### src/rtl/systolic_mac_array.sv
// Output-stationary SIZE x SIZE systolic MAC array computing C = A*B from skewed
// A (left edge) and B (top edge) wavefronts; C is read directly from the PE accumulators.
module systolic_mac_array #(
  parameter int WIDTH = 4,
  parameter int SIZE  = 3,
  parameter int ACC_W = 2*WIDTH + $clog2(SIZE)
) (
  input  logic                        clock,
  input  logic                        nreset,
  input  logic                        start,
  input  logic                        in_valid,
  output logic                        in_ready,
  input  logic [SIZE*WIDTH-1:0]       a_in,
  input  logic [SIZE*WIDTH-1:0]       b_in,
  output logic                        busy,
  output logic                        done,
  output logic [SIZE*SIZE*ACC_W-1:0]  c_out
);

  localparam logic [1:0] S_IDLE  = 2'd0;
  localparam logic [1:0] S_LOAD  = 2'd1;
  localparam logic [1:0] S_DRAIN = 2'd2;
  localparam logic [1:0] S_DONE  = 2'd3;

  localparam int CW = $clog2(2*SIZE-1);
  localparam logic [CW-1:0] LAST_WF = CW'(2*SIZE-2);
  localparam logic [CW-1:0] LAST_DR = CW'(SIZE-2);

  logic [1:0]       r_state;
  logic [CW-1:0]    r_cnt;
  logic [WIDTH-1:0] r_a   [SIZE][SIZE];
  logic [WIDTH-1:0] r_b   [SIZE][SIZE];
  logic [ACC_W-1:0] r_acc [SIZE][SIZE];

  logic [WIDTH-1:0]   w_a_lane [SIZE];
  logic [WIDTH-1:0]   w_b_lane [SIZE];
  logic [WIDTH-1:0]   w_a_into [SIZE][SIZE];
  logic [WIDTH-1:0]   w_b_into [SIZE][SIZE];
  logic [2*WIDTH-1:0] w_prod   [SIZE][SIZE];
  logic               w_adv;

  assign in_ready = (r_state == S_LOAD);
  assign busy     = (r_state != S_IDLE);
  assign done     = (r_state == S_DONE);
  assign w_adv    = (r_state == S_DRAIN) || ((r_state == S_LOAD) && in_valid);

  // Edge lanes are zero outside LOAD, so DRAIN pushes zero padding through the array.
  for (genvar gi = 0; gi < SIZE; gi++) begin : g_lane
    assign w_a_lane[gi] = (r_state == S_LOAD) ? a_in[gi*WIDTH +: WIDTH] : '0;
    assign w_b_lane[gi] = (r_state == S_LOAD) ? b_in[gi*WIDTH +: WIDTH] : '0;
  end

  for (genvar gi = 0; gi < SIZE; gi++) begin : g_row
    for (genvar gj = 0; gj < SIZE; gj++) begin : g_col
      if (gj == 0) begin : g_a_edge
        assign w_a_into[gi][gj] = w_a_lane[gi];
      end else begin : g_a_int
        assign w_a_into[gi][gj] = r_a[gi][gj-1];
      end
      if (gi == 0) begin : g_b_edge
        assign w_b_into[gi][gj] = w_b_lane[gj];
      end else begin : g_b_int
        assign w_b_into[gi][gj] = r_b[gi-1][gj];
      end
      assign w_prod[gi][gj] = w_a_into[gi][gj] * w_b_into[gi][gj];
      assign c_out[(gi*SIZE+gj)*ACC_W +: ACC_W] = r_acc[gi][gj];
    end
  end

  // NOTE: sequential state uses non-blocking assignments so every PE samples its
  // neighbour's pre-edge value; blocking here would collapse the systolic shift.
  always_ff @(posedge clock or negedge nreset) begin
    if (!nreset) begin
      r_state <= S_IDLE;
      r_cnt   <= '0;
      // NOTE: the PE arrays are reset explicitly because c_out is read straight
      // from them and must show zero after reset.
      for (int i = 0; i < SIZE; i++) begin
        for (int j = 0; j < SIZE; j++) begin
          r_a[i][j]   <= '0;
          r_b[i][j]   <= '0;
          r_acc[i][j] <= '0;
        end
      end
    end else begin
      case (r_state)
        S_IDLE: begin
          if (start) begin
            r_state <= S_LOAD;
            r_cnt   <= '0;
            for (int i = 0; i < SIZE; i++) begin
              for (int j = 0; j < SIZE; j++) begin
                r_a[i][j]   <= '0;
                r_b[i][j]   <= '0;
                r_acc[i][j] <= '0;
              end
            end
          end
        end
        S_LOAD: begin
          if (in_valid) begin
            if (r_cnt == LAST_WF) begin
              r_state <= S_DRAIN;
              r_cnt   <= '0;
            end else begin
              r_cnt <= r_cnt + 1'b1;
            end
          end
        end
        S_DRAIN: begin
          if (r_cnt == LAST_DR) begin
            r_state <= S_DONE;
            r_cnt   <= '0;
          end else begin
            r_cnt <= r_cnt + 1'b1;
          end
        end
        default: r_state <= S_IDLE;
      endcase

      if (w_adv) begin
        for (int i = 0; i < SIZE; i++) begin
          for (int j = 0; j < SIZE; j++) begin
            r_a[i][j]   <= w_a_into[i][j];
            r_b[i][j]   <= w_b_into[i][j];
            r_acc[i][j] <= r_acc[i][j] + ACC_W'(w_prod[i][j]);
          end
        end
      end
    end
  end

endmodule
### config.mk
export PLATFORM = sky130hd
export DESIGN_NAME = systolic_mac_array
export DESIGN_NICKNAME = d
export VERILOG_FILES = /design/src/rtl/systolic_mac_array.sv
export SDC_FILE = /design/constraint.sdc
export NUM_CORES = 1
export LEC_CHECK = 0
export CAP_MARGIN = 10
export CORE_ASPECT_RATIO = 0.8
export CORE_MARGIN = 10
export CORE_UTILIZATION = 53
export DETAILED_ROUTE_END_ITERATION = 7
export PLACE_DENSITY = 0.9
export SKIP_CTS_REPAIR_TIMING = 1
export SYNTH_ARGS = -nofsm -noshare
export SYNTH_HDL_FRONTEND = slang
export SYNTH_SLANG_ARGS = --single-unit
### constraint.sdc
create_clock -name clock -period 4.37 [get_ports clock]
set_clock_uncertainty 0.15 [all_clocks]
set_input_delay 0.874 -clock clock [delete_from_list [all_inputs] [get_ports clock]]
set_output_delay 0.874 -clock clock [all_outputs]
set_load 0.03 [all_outputs]
# Yosys cells after proc, flatten, opt, wreduce, memory -nomap -nowiden
# Cells that the tools add are included.
[totals]
reg_bits = 143
inputBits = 28
out_inout_bits = 93
elab_cells = 84
[op_classes]
n_addsub = 10
n_mul = 9
eq_ne = 9
n_mux = 23
n_reduce_logical = 10
[ops]
columns = ["operator", "count"]
rows = [
  ["90-bit 2-to-1 mux", 3],
  ["36-bit 2-to-1 mux", 4],
  ["10-bit by 8-bit adder with 10-bit output", 9],
  ["4-bit by 4-bit multiplier with 8-bit output", 9],
  ["4-bit 2-to-1 mux", 6],
  ["3-bit 2-to-1 mux", 4],
  ["3-bit one-hot mux with 3 select lines", 1],
  ["2-bit 2-to-1 mux", 4],
  ["2-bit one-hot mux with 3 select lines", 1],
  ["2-bit nonzero test", 3],
  ["2-bit == test (second input constant)", 2],
  ["2-bit by 1-bit inequality test with 1-bit output (second input constant)", 2],
  ["2-bit inequality test (second input constant)", 2],
  ["4-bit AND reduction", 1],
  ["3-bit by 1-bit adder with 3-bit output (second input constant)", 1],
  ["3-bit by 1-bit == test with 1-bit output (second input constant)", 1],
  ["3-bit == test (second input constant)", 1],
  ["3-bit AND reduction", 1],
  ["3-bit nonzero test", 1],
  ["2-bit by 1-bit == test with 1-bit output (second input constant)", 1],
  ["2-bit zero test", 1],
  ["2-bit AND reduction", 1],
  ["1-bit logical AND", 1],
  ["1-bit logical OR", 1],
]

# Longest topological paths before layout
# Gate-level depths: netlist of run 1.
[depth]
depth_word = 5
depth_mapped = 18
depth_no_buf = 15

# Least setup slack after synthesis of run 1
# No wires, ideal clock.
[synth_path]
path_type = "register to register"
start = "register r_state[1]"
end = "register r_acc, in the netlist c_out[67]"
setup_time_ns = 0.135
arrival_ns = 4.555
required_ns = 4.085
path_slack_ns = -0.470
path_stages_with_launch = 17
path_buffers = 3
period_less_slack_ns = 4.840
cell_sequence = "dfrtp_1 inv_1 ha_1 buf_2 clkbuf_1 clkbuf_1 nand3_1 fa_1 fa_1 fa_1 inv_1 ha_1 a21o_1 a311o_1 a21oi_2 xor2_1 o21ai_0"
[synth_via]
elab_chain_cells = 5
word_cells_on_any_way = 12
classes_between = "1 x add/sub; 1 x mul; 2 x eq/ne; 2 x mux; 6 x reduce/logical"
[synth_lines]
columns = ["element", "line", "source"]
rows = [
  ["start, declared", "29", "logic [1:0] r_state;"],
  ["start signal, assigned", "74", "r_state <= S_IDLE;"],
  ["start signal, assigned", "89", "r_state <= S_LOAD;"],
  ["start signal, assigned", "103", "r_state <= S_DRAIN;"],
  ["2-bit by 1-bit == test with 1-bit output *", "--", ""],
  ["named net in_ready", "12", "output logic in_ready,"],
  ["4-bit 2-to-1 mux / 1-bit logical AND (equally long branches)", "49, 45", ""],
  ["4-bit by 4-bit multiplier with 8-bit output / 1-bit logical OR (equally long branches)", "65, 45", ""],
  ["10-bit by 8-bit adder with 10-bit output / 2-bit nonzero test (equally long branches)", "--", ""],
  ["90-bit 2-to-1 mux / 2-bit AND reduction (equally long branches)", "--", ""],
  ["end signal, assigned by index", "126", "r_acc[i][j] <= r_acc[i][j] + ACC_W'(w_prod[i][j]);"],
  ["end, declared", "33", "logic [ACC_W-1:0] r_acc [SIZE][SIZE];"],
]
# The timed path passes the listed nets; every way through them passes the cells marked *.
# A chain may end at the register's enable or synchronous reset.

# Worst setup path after layout of run 1
[layout_path]
start = "input port a_in[9]"
end = "register r_acc, in the netlist c_out[69]"
[layout_via]
elab_chain_cells = 4
[layout_lines]
columns = ["element", "line", "source"]
rows = [
  ["start, declared", "13", "input logic [SIZE*WIDTH-1:0] a_in,"],
  ["4-bit 2-to-1 mux", "49", "assign w_a_lane[gi] = (r_state == S_LOAD) ? a_in[gi*WIDTH +: WIDTH] : '0;"],
  ["4-bit by 4-bit multiplier with 8-bit output", "65", "assign w_prod[gi][gj] = w_a_into[gi][gj] * w_b_into[gi][gj];"],
  ["10-bit by 8-bit adder with 10-bit output", "126", ""],
  ["90-bit 2-to-1 mux", "121", "if (w_adv) begin"],
]
# No other way between the ends.

==> flow_metrics.py, run 1 <==
metrics = {
    "drt": {
        "drt_pass1_iterations": 6,
        "routed_via_density": 5.69,
        "route.vias.total": 9912,
        "ant_nets": 0,
        "routed_wirelength_um": 31100,
        "routedWlPerCell_um": 17.9,
        "drt_drc": 0,
        "initialDrtViolationCount": 692,
    },
    "global_route": {
        "grt_antenna_before_repair": 0,
        "overall_fraction_of_global_route_tracks_in_use_pct": 21.1,
        "globalRouteOverflowTotal": 0,
        "maximum_number_of_pins_on_one_net_before_global_route_repair": 130,
        "grt_pass1_wl_um": 51400,
        "first_global_vias": 10100,
    },
    "cells_and_area": {
        "insertedDiodeCount": 0,
        "fin_area_um2": 14800,
        "final_core_util_pct": 65.5,
        "nNetsFinal": 1702,
        "layout_overhead_on_the_synthesized_area_pct": 20.8,
        "drive_gt1_share_pct": 7.10,
    },
    "synthesis": {
        "syn_inst": 1269,
        "yosys_warnings": 0,
        "ys_seq_elements": 143,
        "register_area_share_after_synthesis_pct": 29.3,
        "synth-edff-count": 0,
        "most_instantiated_flip_flop_cell_in_the_synthesis_netlist": "dfrtp_1",
        "synth_area_um2": 12200,
        "syn_area_per_cell_um2": 9.64,
        "ys_async_sr_fraction_pct": 100,
        "syn-num-nets": 1548,
        "synthDistinctLibCells": 45,
    },
    "placement": {
        "io_buffers": 120,
        "globalplace.congestion": 0.899,
        "placed_area_um2": 14000,
        "post-dp-hpwl_um": 22800,
    },
    "critical_path": {
        "cp.arrival_ps": 4420,
        "setup.worst_path.end_class": "flop",
        "crit_path_cell_trace": "clkdlybuf4s50_1 -> nand3_1 -> fa_1 -> fa_1 -> fa_1 -> inv_1 -> ha_4 -> a21o_1 -> a311o_1 -> o21ai_0 -> nand3_1 -> o21ai_0",
        "setup.reg_to_reg.worst_slack_ps": 200,
        "crit_type": "in -> reg",
        "slowest_stage": "fa_1",
        "critical_path.max_fanout": 4,
        "biggest_cell_delay_along_the_critical_path_ps": 520,
        "critical_path.top_delay_family": "adder cells",
        "buffers_and_inverters_on_the_worst_path": 2,
        "cp_launch_type": "input pin",
        "timing.critical_path.required_ps": 4570,
        "crit_top_cell": "fa_1",
    },
    "floorplan": {
        "num_rows": 49,
        "die_height_um": 156,
        "floorplan.initialDensity_pct": 54.2,
        "die_area_um2": 29600,
        "floorplan.core_area_um2": 22600,
        "io-pin-count": 121,
        "die-width_um": 190,
    },
    "flow_run": {
        "maxCapViolations": 0,
    },
    "sta": {
        "final.min_clock_period_ps": 4220,
        "post-route-period-util_pct": 96.6,
        "final-max-slew-violation-count": 0,
        "timing_worst_slew_pin_value_ps": 671,
        "setup_viol_count_final": 0,
        "fin_setup_tns_ps": 0,
        "hold_viol": 0,
        "fmaxAchievable_mhz": 237,
        "timing.max_slew.rel_slack_pct": 55.3,
    },
    "clock_network": {
        "clk_pin_slew_worst_paths_ps": 60,
        "tritoncts": "done",
        "cts.root.buffer_cell": "clkbuf_16",
        "clock_buffer_count_from_cts": 17,
        "numClockSinks": 143,
        "clock_latency_ps": 430,
        "htree_num_levels": 4,
        "clk_path_buf_depth": 2,
    },
    "pwr": {
        "power_density_nw_per_um2": 526,
        "power.total_uw": 7770,
        "worst_ir_drop_on_vdd_mv": 1.64,
        "standby_leakage_power_uw": 0.00770,
    },
    "min_path": {
        "hp-class": "in -> async",
    },
    "outcome": {
        "run_status": "completed",
    },
}
## layout by cell type (no fill, tap or decap), types with 3 or more instances in the layout
| master | netlist | routed |
|---|---|---|
| dfrtp_1 | 143 | 143 |
| a21o_1 | 14 | 14 |
| ha_1 | 170 | 168 |
| a21oi_1 | 34 | 33 |
| a22o_1 | 70 | 70 |
| xnor2_1 | 8 | 8 |
| a211oi_2 | 0 | 6 |
| fa_1 | 81 | 81 |
| buf_4 | 2 | 49 |
| clkbuf_16 | 0 | 17 |
| o31ai_1 | 3 | 3 |
| and3_1 | 60 | 60 |
| o21ai_1 | 8 | 10 |
| o211ai_1 | 3 | 3 |
| inv_1 | 221 | 220 |
| o21a_1 | 6 | 6 |
| o21bai_1 | 11 | 11 |
| o21ai_0 | 103 | 100 |
| clkdlybuf4s50_1 | 0 | 119 |
| and2_1 | 49 | 49 |
| a31oi_1 | 11 | 11 |
| xor2_1 | 27 | 27 |
| nor2_1 | 8 | 8 |
| a211oi_1 | 27 | 21 |
| nor3_1 | 8 | 8 |
| nand3_1 | 24 | 24 |
| bufinv_16 | 0 | 7 |
| o22ai_1 | 3 | 3 |
| nand2b_1 | 12 | 12 |
| a21boi_0 | 3 | 3 |
| mux2i_1 | 9 | 9 |
| nand2_1 | 92 | 92 |
| a32o_1 | 6 | 6 |
## synthesized netlist by cell type, drive strengths merged (8+ instances only)
library cell / number / area (um^2)
o21bai: 11 / 82.6
and2: 49 / 307
xor2: 27 / 236
inv: 221 / 830
a22o: 70 / 613
and3: 60 / 375
nand2: 92 / 345
a211oi: 27 / 203
buf: 21 / 178
fa: 81 / 1620
nor2: 8 / 30.0
o21ai: 111 / 556
ha: 170 / 2130
nand3: 24 / 120
xnor2: 8 / 70.1
dfrtp: 143 / 3580
a21o: 15 / 120
a21oi: 37 / 196
clkbuf: 17 / 63.8
mux2i: 9 / 90.1
nand2b: 12 / 75.1
a31oi: 11 / 68.8
nor3: 8 / 40.0
## metrics by stage
stage	hold slack, ps	worst slack, ps	std cells
finish	282	149	1742
global route	335	-81.5	1742
CTS	317	39.4	1737
detailed placement	322	-311	1705
global placement	314	-260	1705
floorplan	340	13.4	1269
## layer usage
metal / vias to the layer above / wire [um] / global-route usage, %
met5: - / 0 / 0
met4: 0 / 278 / 4.07
met3: 26 / 2060 / 4.42
met2: 318 / 14800 / 35.2
met1: 4924 / 14000 / 27.9
li1: 4644 / - / -
## area by class of cell
class	count	area [um^2]
multi-input cells	867	7660
well taps	306	383
flip-flops and latches	143	3580
clock inverters	13	258
fillers	1728	7790
inverters	221	830
clock buffers	19	443
repair buffers	173	1630
## cells by family after synthesis
| group | after synthesis | share of synthesized area (%) |
|---|---|---|
| AOI/OAI and AO/OA | 314 | 17.2 |
| buffers and inverters | 259 | 8.76 |
| and+or+nand+nor | 257 | 10.8 |
| adders and majority gates | 251 | 30.7 |
| DFF | 143 | 29.3 |
| xor gates and xnor gates | 35 | 2.51 |
| muxes | 10 | 0.829 |
## registers in the layout, indices dropped and copies added (netlist names)
register  count
c_out        90
r_a          24
r_b          24
r_cnt         3
r_state       2
## power by group
| group | internal [uW] | switching (uW) | leakage (uW) |
|---|---|---|---|
| Sequential | 1730 | 550 | 0.00197 |
| Clock | 1150 | 609 | 0.000338 |
| Combinational | 1450 | 2280 | 0.00539 |
| Total | 4330 | 3430 | 0.00770 |
## path summary, 6_finish.rpt
check,from,end,cells after the start
worst min register to register,c_out[49]$_DFFE_PN0P_,c_out[49]$_DFFE_PN0P_,1
max in group asynchronous,nreset,r_b[21]$_DFFE_PN0P_,2
worst max register to register,r_state[1]$_DFFE_PN0P_,c_out[69]$_DFFE_PN0P_,14
min in group clock,c_out[49]$_DFFE_PN0P_,c_out[49]$_DFFE_PN0P_,1
worst max-delay path,a_in[9],c_out[69]$_DFFE_PN0P_,12
worst min-delay path,nreset,c_out[67]$_DFFE_PN0P_,1
No activity file was read; power rests on OpenSTA's default activity.
==> run 2, diff against run 1 <==
--- a/config.mk
+++ b/config.mk
@@ -12,6 +12,7 @@
 export DETAILED_ROUTE_END_ITERATION = 7
 export PLACE_DENSITY = 0.9
 export SKIP_CTS_REPAIR_TIMING = 1
+export SLEW_MARGIN = 20
 export SYNTH_ARGS = -nofsm -noshare
 export SYNTH_HDL_FRONTEND = slang
 export SYNTH_SLANG_ARGS = --single-unit
==> results of run 2 <==
The final DEF is identical to that of run 1; final timing and power are the same.
==> run 3, diff against run 2 <==
--- a/config.mk
+++ b/config.mk
@@ -12,7 +12,7 @@
 export DETAILED_ROUTE_END_ITERATION = 7
 export PLACE_DENSITY = 0.9
 export SKIP_CTS_REPAIR_TIMING = 1
-export SLEW_MARGIN = 20
+export SLEW_MARGIN = 15
 export SYNTH_ARGS = -nofsm -noshare
 export SYNTH_HDL_FRONTEND = slang
 export SYNTH_SLANG_ARGS = --single-unit
==> results of run 3 <==
The final DEF is identical to that of run 1; final timing and power are the same.
==> patch 1: new RTL, flow settings as in run 2 <==
The parameter `WIDTH` goes from 4 to 6.
--- a/src/rtl/systolic_mac_array.sv
+++ b/src/rtl/systolic_mac_array.sv
@@ -1,7 +1,7 @@
 // Output-stationary SIZE x SIZE systolic MAC array computing C = A*B from skewed
 // A (left edge) and B (top edge) wavefronts; C is read directly from the PE accumulators.
 module systolic_mac_array #(
-  parameter int WIDTH = 4,
+  parameter int WIDTH = 6,
   parameter int SIZE  = 3,
   parameter int ACC_W = 2*WIDTH + $clog2(SIZE)
 ) (
Ports: changed (resized a_in, b_in and c_out); port bits go from 121 to 169. No check against the original RTL was run, so the function may have changed too.
==> patch 1 against run 2 <==
  * The run now ends with negative setup slack left
  * Sequential power increased by 44%
  * Wire length increased by 110%
  * Via count increased by 98%
  * Design area is 93% higher
  * Die area rose by 72%
  * Critical endpoint is now c_out[93]
  * Utilization up 2.7 points
  * Sequential cell count up 60
  * Worst setup slack worse by 0.54 ns
  * Largest cell class unchanged
  * Area after synthesis increased by 84%
  * Power grew 90%
  * Critical path type is now flop to flop
==> patch 1: results (changes against run 2) <==
gr usage total - 24.4% (was 21.1%)
register area share after synthesis - 22.6% (was 29.3%)
drt first-iter violations - 1565 (was 692)
largest net degree at the start of global routing - 107 (was 130)
status - finished, violations left (was complete, no violations)
reg2reg end - c_out[93] (was c_out[69])
clock latency on the worst-skew pair - 0.59 ns (was 0.43 ns)
post-detail-place hpwl - 48600 um (was 22800 um)
Slew @ Worst Pin - 0.782 ns (was 0.671 ns)
cell count after placement - 3331 (was 1705)
H-tree depth - 1 (was 4)
layout cells sized above 1 - 17.7% (was 7.10%)
R2R depth - 19 (was 14)
top cells by count, synth - inv_1, ha_1, fa_1, dfrtp_1, and3_1 (was inv_1, ha_1, dfrtp_1, o21ai_0, nand2_1)
PnR worst setup slack - -0.392 ns (was 0.149 ns)
global placer's final weighted congestion - 0.935 (was 0.899)
final setup fails - 45 (was 0)
Distinct cells, synth - 57 (was 45)
wirelength, routed - 66900 um (was 31100 um)
initial antenna violation count - 12 (was 0)
TritonRoute pass-1 iters - 8 (was 6)
P_leak - 15.1 nW (was 7.70 nW)
Largest register FFs - 126 (was 90)
CTS max path bufs - 3 (was 2)
CTS buffer count - 26 (was 17)
failing checks - negative setup slack
setup TNS - -9.76 ns (was 0 ns)
Max VDD drop - 777 uV (was 1640 uV)
Placement Cell Area - 26500 um^2 (was 14000 um^2)
Buffers on Ports - 168 (was 120)
via/cell ratio - 5.75 (was 5.69)
patch 1: metrics by stage:
step | worst slack [ns] | util [%] | hold WS [ns] | power (W)
5_1_grt | -0.517 | 68.1 | 0.230 | 0.0157
3_5_place_dp | -0.866 | 63.4 | 0.361 | 0.0116
4_1_cts | -0.392 | 65.4 | 0.195 | 0.0138
6_report | -0.392 | 68.2 | 0.186 | 0.0147
3_3_place_gp | -0.838 | 63.4 | 0.346 | 0.0112
2_1_floorplan | -0.436 | - | 0.345 | 0.00812
patch 1: worst max-delay path by stage:
stage,from,endpoint,slack [ns],cells after the start
after global placement,a_in[13],c_out[97],-0.84,16
after floorplan,r_state[1],c_out[97],-0.44,21
after CTS,r_state[1],c_out[51],-0.39,18
after detailed placement,a_in[9],c_out[55],-0.87,15
final,r_state[0],c_out[93],-0.39,19
after global routing,r_state[1],c_out[97],-0.52,19
patch 1: kinds of logic after synthesis:
logic type      after synthesis  share of synthesized area [%]
flops                       203                           22.6
buf+inv                     633                           10.8
fa+ha+maj                   503                           35.9
simple gates                602                           14.4
compound gates              424                           12.8
xor+xnor                     80                           3.12
mux                          10                          0.457
patch 1: per-layer routing:
metal	up-vias	share of wire, %	global-route usage (%)
met5	-	0.18	0
met3	170	9.4	5.82
met4	18	2.8	5.89
li1	8828	-	-
met1	9757	40	31.8
met2	846	48	40.5
patch 1: area by class of cell:
class                   instances  area [um^2]
diodes                          7         17.5
clock buffers                  34          751
clock inverters                14          103
fillers                      2957        13300
inverters                     553         2080
multi-input cells            1619        15900
flip-flops and latches        203         5100
well taps                     552          691
repair buffers                432         3850
patch 1: power breakdown:
group	internal, W	switching [W]	total [W]	leakage [nW]
clock	0.00122	0.000961	0.00218	0.416
sequential	0.00253	0.000750	0.00328	2.76
combinational	0.00386	0.00541	0.00927	12.0
total	0.00760	0.00712	0.0147	15.1
patch 1: worst max-delay path, stage by stage (launching register included):
cell	delay, ns
dfrtp_1	0.41
ha_4	0.23
buf_12	0.16
and3_4	0.15
fa_1	0.56
inv_2	0.05
fa_1	0.49
inv_1	0.05
fa_1	0.47
inv_1	0.05
fa_1	0.53
inv_2	0.06
ha_4	0.23
o21a_1	0.10
o31a_1	0.11
buf_4	0.16
o2111ai_2	0.19
nand2_1	0.10
xnor2_1	0.25
o21ai_1	0.10
==> patch 2: new RTL, settings of run 2 <==
Without the edit above. Make the reset (`nreset`) synchronous in one clocked block.
--- a/src/rtl/systolic_mac_array.sv
+++ b/src/rtl/systolic_mac_array.sv
@@ -69,7 +69,7 @@
 
   // NOTE: sequential state uses non-blocking assignments so every PE samples its
   // neighbour's pre-edge value; blocking here would collapse the systolic shift.
-  always_ff @(posedge clock or negedge nreset) begin
+  always_ff @(posedge clock) begin
     if (!nreset) begin
       r_state <= S_IDLE;
       r_cnt   <= '0;
Behaviour: differs if nreset is asserted again (counterexample within 4 cycles, from zero or initial values and one cycle with nreset low); with nreset held inactive, the same outputs for 4 cycles.
==> patch 2 against run 2 <==
  * Design area grew 2.5%
  * Power up 12%
  * Sequential cell count is the same
  * Area after synthesis is 1.7% higher
  * Worst setup slack got worse by 0.068 ns
  * Wire length decreased by 4.9%
  * Sequential share of layout area up 3.8 points
  * Count of clock-buffer cells in the layout grew 6
  * Critical path type unchanged
  * Largest power group unchanged
  * Highest routed layer unchanged
==> patch 2: results (changes against run 2) <==
seq pwr - 0.00264 W (was 0.00228 W)
met3 WL post-DR - 2030 um (was 2060 um)
R2R setup slack - 0.16 ns (was 0.20 ns)
status - complete, no violations (unchanged)
fill count - 1713 (was 1728)
wirelength, routed - 29600 um (was 31100 um)
routing usage on met3 - 4.60% (was 4.42%)
PnR worst setup slack - 0.0819 ns (was 0.149 ns)
largest net degree at the start of global routing - 115 (was 130)
Via Count - 9541 (was 9912)
global-route wire length before repair - 48400 um (was 51400 um)
via/cell ratio - 5.53 (was 5.69)
global placer's final weighted congestion - 0.942 (was 0.899)
CP Launch Point - b_in[11] (was a_in[9])
hold crit path type - flop to flop (was input port to async pin)
CTS max path bufs - 2 (unchanged)
Max VDD drop - 386 uV (was 1640 uV)
gr usage total - 19.8% (was 21.1%)
P_clk - 0.00147 W (was 0.00176 W)
post-synthesis cell count - 1222 (was 1269)
most common flop cell mapped by yosys - edfxtp_1 (was dfrtp_1)
Syn Nets - 1500 (was 1548)
DR WL met2 - 14300 um (was 14800 um)
layout cells sized above 1 - 8.42% (was 7.10%)
Critical Path Sink - r_acc[0][9] (was c_out[69])
pre-CTS WS - -0.440 ns (was -0.311 ns)
met2 usage - 33.5% (was 35.2%)
FFs w/ async S/R, synth - 0% (was 100%)
Placement Cell Area - 14400 um^2 (was 14000 um^2)
diode count - 0 (unchanged)
Post-synth EDFFs - 138 (was 0)
P_leak - 7.35 nW (was 7.70 nW)
Met1 Wirelength - 12900 um (was 14000 um)
power share of the clock group - 16.9% (was 22.6%)
reg2reg start - r_state[1] (unchanged)
area delta synth->final - 21.8% (was 20.8%)
register area share after synthesis - 34.1% (was 29.3%)
Global Route met1 Usage - 25.0% (was 27.9%)
worst path arrival time - 4.28 ns (was 4.42 ns)
TritonRoute pass-1 iters - 5 (was 6)
cells taking the most area after synthesis - edfxtp_1, ha_1, fa_1 (was dfrtp_1, ha_1, fa_1)
Worst path max stage delay - 0.54 ns (was 0.52 ns)
top cells by count, synth - inv_1, ha_1, edfxtp_1, and2_1, fa_1 (was inv_1, ha_1, dfrtp_1, o21ai_0, nand2_1)
Distinct cells, synth - 44 (was 45)
drt first-iter violations - 620 (was 692)
vias in the first global route - 9873 (was 10.1k)
Max-slew headroom - 48.7% (was 55.3%)
net switching power - 0.00383 W (was 0.00343 W)
==> patch 2: cell types whose count changed in the layout (fill, tap and decap cells not counted), sizes merged, moves of 18 or more <==
cell / change
dfrtp: -143
edfxtp: +138
a22o: -70
o21ai: -69
nand2: -65
nor2: +49
and2: +47
nor3: +22
and3: +18
==> patch 2: cell families (layout without fill, tap and decap cells) <==
logic type | Yosys count | after routing | synth area share [%]
and+or+nand+nor | 348 | 348 | 15.3
buffers and inverters | 257 | 449 | 7.87
adders and majority gates | 250 | 250 | 30.0
AOI/OAI and AO/OA | 192 | 192 | 10.5
DFF | 143 | 143 | 34.1
xor gates and xnor gates | 31 | 31 | 2.18
muxes | 1 | 1 | 0.0805
==> patch 2: cell type report <==
| class | count | share of cell area, % |
|---|---|---|
| well taps | 312 | 2.58 |
| repair buffers | 187 | 11.5 |
| inverters | 230 | 5.70 |
| multi-input cells | 822 | 48.3 |
| clock inverters | 7 | 0.496 |
| clock buffers | 25 | 3.40 |
| flip-flops and latches | 143 | 28.0 |
==> patch 2: how the worst min path moves through the flow <==
stage | startpoint | slack [ns] | depth (start not counted) | to
6_report | r_cnt[1] | 0.41 | 2 | r_cnt[1]
5_1_grt | r_cnt[1] | 0.46 | 2 | r_cnt[1]
4_1_cts | r_cnt[1] | 0.41 | 2 | r_cnt[1]
3_5_place_dp | r_cnt[1] | 0.40 | 2 | r_cnt[1]
3_3_place_gp | r_cnt[1] | 0.38 | 2 | r_cnt[1]
2_1_floorplan | r_state[0] | 0.32 | 2 | r_state[0]
==> patch 2: worst register-to-register path: cells and delay by family (launching register included) <==
family | cells | cell delay [ns]
fa+ha+maj | 5 | 2.22
simple gates | 3 | 0.37
flops | 1 | 0.31
buf+inv | 3 | 0.35
compound gates | 3 | 0.53
